==> src/rtl/edge_detect_multi.sv <==
// N-channel edge detector: per-channel synchroniser, glitch filter, mode-gated edge pulse,
// sticky flag, saturating event counter and an aggregated interrupt.
module edge_detect_multi #(
  parameter int CHANNELS      = 4,
  parameter int SYNC_STAGES   = 2,
  parameter int FILTER_CYCLES = 1,
  parameter int CNT_W         = 8
) (
  input  logic                      clk,
  input  logic                      rst_n,
  input  logic [CHANNELS-1:0]       signal,
  input  logic [2*CHANNELS-1:0]     mode,
  input  logic [CHANNELS-1:0]       clr,
  output logic [CHANNELS-1:0]       level,
  output logic [CHANNELS-1:0]       edge_pulse,
  output logic [CHANNELS-1:0]       sticky,
  output logic [CNT_W*CHANNELS-1:0] evt_cnt,
  output logic                      irq
);

  localparam int                FCNT_W    = (FILTER_CYCLES > 1) ? $clog2(FILTER_CYCLES) : 1;
  localparam logic [FCNT_W-1:0] FCNT_LAST = FCNT_W'(FILTER_CYCLES - 1);
  localparam logic [CNT_W-1:0]  CNT_MAX   = '1;

  typedef enum logic [1:0] {
    MODE_OFF  = 2'b00,
    MODE_RISE = 2'b01,
    MODE_FALL = 2'b10,
    MODE_BOTH = 2'b11
  } mode_e;

  for (genvar i = 0; i < CHANNELS; i++) begin : g_ch
    logic [SYNC_STAGES-1:0] sync_q;
    logic [FCNT_W-1:0]      fcnt_q;
    logic                   level_q;
    logic                   pulse_q;
    logic                   sticky_q;
    logic [CNT_W-1:0]       cnt_q;
    logic                   s;
    logic                   accept;
    logic                   hit;
    mode_e                  ch_mode;

    assign s       = sync_q[SYNC_STAGES-1];
    assign ch_mode = mode_e'(mode[2*i +: 2]);
    // A transition is accepted once the new level has been seen FILTER_CYCLES times in a row.
    assign accept  = (s != level_q) && (fcnt_q == FCNT_LAST);

    always_comb begin
      hit = 1'b0;
      if (accept) begin
        unique case (ch_mode)
          MODE_OFF:  hit = 1'b0;
          MODE_RISE: hit = s;
          MODE_FALL: hit = ~s;
          MODE_BOTH: hit = 1'b1;
        endcase
      end
    end

    // NOTE: every flop here is reset, including the synchroniser, so a mid-operation
    // reset leaves no partial filter or sync history behind.
    always_ff @(posedge clk or negedge rst_n) begin
      if (!rst_n) begin
        sync_q <= '0;
      end else begin
        // NOTE: non-blocking so every stage shifts from the pre-edge value of its neighbour.
        sync_q <= {sync_q[SYNC_STAGES-2:0], signal[i]};
      end
    end

    always_ff @(posedge clk or negedge rst_n) begin
      if (!rst_n) begin
        level_q <= 1'b0;
        fcnt_q  <= '0;
        pulse_q <= 1'b0;
      end else begin
        pulse_q <= hit;
        if (s == level_q) begin
          fcnt_q <= '0;
        end else if (accept) begin
          level_q <= s;
          fcnt_q  <= '0;
        end else begin
          fcnt_q <= fcnt_q + FCNT_W'(1);
        end
      end
    end

    // Set and count win over a same-cycle clear so no event is ever lost.
    always_ff @(posedge clk or negedge rst_n) begin
      if (!rst_n) begin
        sticky_q <= 1'b0;
        cnt_q    <= '0;
      end else begin
        if (pulse_q) begin
          sticky_q <= 1'b1;
        end else if (clr[i]) begin
          sticky_q <= 1'b0;
        end

        if (clr[i]) begin
          cnt_q <= pulse_q ? CNT_W'(1) : '0;
        end else if (pulse_q && (cnt_q != CNT_MAX)) begin
          cnt_q <= cnt_q + CNT_W'(1);
        end
      end
    end

    assign level[i]                   = level_q;
    assign edge_pulse[i]              = pulse_q;
    assign sticky[i]                  = sticky_q;
    assign evt_cnt[CNT_W*i +: CNT_W]  = cnt_q;
  end

  assign irq = |sticky;

endmodule

==> config.mk <==
export PLATFORM = sky130hd
export DESIGN_NAME = edge_detect_multi
export DESIGN_NICKNAME = d
export VERILOG_FILES = /design/src/rtl/edge_detect_multi.sv
export SDC_FILE = /design/constraint.sdc
export NUM_CORES = 1
export LEC_CHECK = 0
export BUFFER_PORTS_ARGS = -buffer_cell sky130_fd_sc_hd__buf_2
export CORE_MARGIN = 2
export CORE_UTILIZATION = 53
export CTS_CLUSTER_DIAMETER = 40
export CTS_CLUSTER_SIZE = 40
export DETAILED_ROUTE_END_ITERATION = 16
export MAX_ROUTING_LAYER = met4
export PLACE_DENSITY = 0.87
export SLEW_MARGIN = 40
export SYNTH_ARGS = -nofsm -noshare
export SYNTH_HDL_FRONTEND = slang
export SYNTH_SLANG_ARGS = --single-unit
==> constraint.sdc <==
create_clock -name clk -period 1.8 [get_ports clk]
set_input_delay 0.36 -clock clk [delete_from_list [all_inputs] [get_ports clk]]
set_output_delay 0.36 -clock clk [all_outputs]
set_load 0.03 [all_outputs]
# Word-level counts from Yosys, hierarchy flattened
# Cells that the tools add are included.
op_classes:
  n_bitwise: 12
  add_sub_neg: 8
  n_reduce_logical: 25
  n_eq_ne: 24
  n_mux: 36
ops:
  columns: ["operator", "count"]
  rows:
  - ["8-bit two-way mux", 8]
  - ["8-bit by 1-bit adder with 8-bit output, second input constant", 4]
  - ["8-bit != test, second input constant", 4]
  - ["1-bit two-way mux", 24]
  - ["2-bit == test, second input constant", 8]
  - ["1-bit one-hot mux with 4 select lines", 4]
  - ["2-bit nonzero test", 8]
  - ["1-bit inverter", 12]
  - ["2-bit by 1-bit == test with 1-bit output, second input constant", 4]
  - ["1-bit logical AND", 8]
  - ["2-bit zero test", 4]
  - ["2-bit AND reduction", 4]
  - ["1-bit adder, second input constant", 4]
  - ["1-bit == test", 4]
  - ["1-bit != test", 4]
  - ["4-bit OR reduction", 1]
word_totals:
  out_inout_bits: 45
  input_bits: 18
  regBits: 56

# Depth between registers and ports, before layout
logic_depth:
  depth_word: 4
  mapped_depth: 5

# Worst setup path after synthesis
# Ideal clock, no wire load.
synth_timing:
  path_type: "register to register"
  start: "register g_ch[3].cnt_q[0]"
  end: "register g_ch[3].cnt_q[5]"
  path_stages_with_launch: 6
  t_arrival_ns: 1.707
  required_ns: 1.675
  path_slack_ns: -0.032
  synth_period_minus_slack_ns: 1.832
  setup_ns: 0.125
  cell_sequence: "dfrtp_1 > ha_1 > and4_1 > buf_2 > a211oi_1 > mux2_2"
synth_between:
  elab_chain_cells: 3
synth_lines:
  columns: ["element", "line_no", "source"]
  rows:
  - ["from (decl)", "38", "logic [CNT_W-1:0] cnt_q;"]
  - ["from (signal assigned)", "103", "cnt_q <= pulse_q ? CNT_W'(1) : '0;"]
  - ["from (signal assigned)", "105", "cnt_q <= cnt_q + CNT_W'(1);"]
  - ["8-bit by 1-bit adder with 8-bit output or 8-bit != test (tied branches)", "105, 104", null]
  - ["8-bit two-way mux or 1-bit logical AND (tied branches)", "104", "end else if (pulse_q && (cnt_q != CNT_MAX)) begin"]
  - ["8-bit two-way mux or 2-bit nonzero test (tied branches)", null, null]
# Parallel ways exist; a longest one is shown, timed or not. The select of a mux whose other input is x is not followed.
# A chain may end at the register's enable or synchronous reset.

# Worst setup path after layout
layout_timing:
  start: "register g_ch[0].sticky_q"
  end: "output irq"
layout_between:
  elab_chain_cells: 1
layout_lines:
  columns: ["element", "line_no", "source"]
  rows:
  - ["from (decl)", "37", "logic sticky_q;"]
  - ["from (signal assigned)", "93", "sticky_q <= 1'b0;"]
  - ["from (signal assigned)", "97", "sticky_q <= 1'b1;"]
  - ["from (signal assigned)", "99", "sticky_q <= 1'b0;"]
  - ["4-bit OR reduction", "116", "assign irq = |sticky;"]
  - ["to (decl)", "18", "output logic irq"]
# Every way passes these cells.

==> run summary <==
Pwr Total: 2560 uW
CP max-delay cell: or4_4
Synth cell count leaders: dfrtp_1, nand2_1, a21oi_1, buf_4
Reg area: 1400 um^2
Die width: 75.7 um
Area Overhead vs Synth: 16.5%
RSZ-0062 raised after global routing: false
CP arrival: 1.39 ns
Filler cells: 415
Met1 usage: 26.4%
Worst VDD drop: 0.784 mV
Initial DRT Pass Iterations: 4
Final HPWL DP: 3820 um
Max cap viols: 0
Port Buf Inserts: 62
Cell leakage power: 0.00153 uW
Final period utilization: 97.3%
Final setup margin: 0.0492 ns
# IOs: 63
Asr flop ratio synth: 100%
Die Footprint: 5720 um^2
Critical-path cell list: or4_4 > buf_6
Post-layout util: 62.9%
PD cells: 807 nW/um^2
Mapped Area: 2720 um^2
Hold_buf cts: 0
Netlist cell types: 46
Setup crit start kind: flop
DRC violations left: 0
Post-synthesis register bit count: 56
Initial Utilization: 54.0%
Clock latency on the worst-skew pair: 0.30 ns
Crit path kind: reg -> out
CTS tree: done
Clk pin slew, worst setup/hold paths: 0.10 ns
H-tree depth: 2
Initial antenna violation count: 0
Antenna viol nets, final: 0
Worst EP required: 1.44 ns
Pins Over Slew Limit: 0
CTS sink cnt: 56
# rows: 26
Syn. warnings: 0
Highest net fanout along the worst path: 3
Initial DRC count: 81
All-Layer GR Usage: 20.5%
Share of the synthesized area in the top cell type: 51.5%
Multi-input logic area: 1150 um^2
Layer carrying the most global-route usage: met2
ANT cells: 0
Worst Hold Class: in -> async
Routed vias/inst: 5.71
Crit. End Element: output pin
CP peak stage delay: 0.52 ns
Cells after Synth: 258
Fin area: 3170 um^2
Synth top area cells: dfrtp_1, buf_4, a21oi_1, nand2_1, a211oi_1
Layout Skew: 0.00660 ns
Top-count cell post-synth: dfrtp_1
Worst setup path startpoint: g_ch[0].sticky_q
Largest net degree at the start of global routing: 36
R2R Path Start: g_ch[3].cnt_q[0]
TNS Setup: 0 ns
Core area: 5040 um^2
Final setup violation count: 0
Fmax: 571 MHz
CTS Buffer Depth: 2
Biggest area consumer among synthesized cells: dfrtp_1
Vias in the first global route: 1963
Top FF cell, synth: dfrtp_1
Final net count: 332
Num CTS Buffers: 5
Worst slew pin tran: 0.547 ns
Pre-CTS setup slack: 0.158 ns
Syn Area/Cell: 10.5 um^2
Met2 GRT Util: 32.1%
Seq/Total Area, Yosys: 51.5%
Tmin final: 1.75 ns
DP Area: 3030 um^2
GR Layer Usage met3: 5.03%
Layout cells sized above 1: 27.3%
CTS root buf: clkbuf_8
Number of synthesized flops with an enable pin: 0
Final hold vios: 0
Wire per inst: 14.1 um
DRT Wirelength: 5360 um
Routability cong.: 0.881
First-pass GRT wire length: 8740 um
Gr ovfl total: 0
Status: finished, final reports clean
Vias: 2177
R2R depth: 4
Chip Height: 75.7 um
Slew margin rel.: 63.5%
-- final cells by class --
class	instances	area share, %
sequential	56	44.3
multi-input combinational	171	36.4
timing repair buffer	67	11.6
clock buffer	7	3.04
tap	70	2.76
inverter	9	1.07
clock inverter	1	0.947
-- worst paths after layout --
kind | endpoint | slack, ns
max in group asynchronous | g_ch[0].cnt_q[5] | 1.21
min in group clk | g_ch[2].sync_q[0] | 0.16
worst max-delay path | irq | 0.05
worst max register to register | g_ch[3].cnt_q[5] | 0.16
worst min register to register | g_ch[3].sync_q[1] | 0.35
worst min-delay path | g_ch[1].cnt_q[6] | 0.03
-- through the flow --
stage,hold slack (ns),std cells
after detailed placement,0.337,372
after global routing,0.0497,381
after floorplan,0.0644,261
after CTS,0.0411,380
after global placement,0.333,372
final,0.0308,381
-- routing by layer --
metal | share of wire [%] | routed length [um] | vias to the layer above
li1 | - | - | 1054
met1 | 45 | 2420 | 1055
met2 | 48 | 2600 | 61
met3 | 5.1 | 275 | 7
met4 | 1.2 | 64 | 0
met5 | 0 | 0 | -
-- critical path: cells and delay by family (launching register included) --
family / cells / cell delay (ns)
buf+inv: 1 / 0.15
flops: 1 / 0.42
simple gates: 1 / 0.52
-- cells in the final DEF, fill, tap and decap left out, types with 5 or more instances in the layout --
cell type and n:
a211oi_1 9, a21oi_1 17, a311oi_1 5, a31oi_1 8, and3_1 6, and4_1 7, buf_2 61, clkbuf_8 7
dfrtp_1 55, inv_1 9, mux2_2 6, mux2i_1 5, nand2_1 21, nand3_1 8, nand3b_1 9, nand4_1 9
nor2_1 7, nor3_1 7
-- what timing repair did --
| item | in CTS | in global routing |
|---|---|---|
| gates resized for setup | 0 | 4 |
| endpoints found under the setup margin | 0 | 1 |
| endpoints found under the hold margin | 0 | 0 |
| setup buffers | 0 | 1 |
-- power breakdown --
group / internal, uW / total [uW] / switching [uW]
Combinational: 110 / 304 / 193
Clock: 491 / 888 / 397
Sequential: 1310 / 1360 / 54.6
Total: 1910 / 2560 / 645
-- registers in the layout (all words and copies together) (netlist names) --
name and flops:
g_ch.sticky_q 4, g_ch.level_q 4, g_ch.sync_q 8, g_ch.cnt_q 32
g_ch.fcnt_q 4, g_ch.pulse_q 4
-- cells by family (layout without fill, tap and decap cells) --
group	count (synthesis)	in the layout	synth area share, %
AOI/OAI and AO/OA	62	62	15.8
and+or+nand+nor	90	90	19.7
adders and majority gates	4	4	1.84
other	1	4	0.138
DFF	56	56	51.5
buffers and inverters	34	84	6.71
muxes	11	11	4.32
No activity file was read; power rests on OpenSTA's default activity.
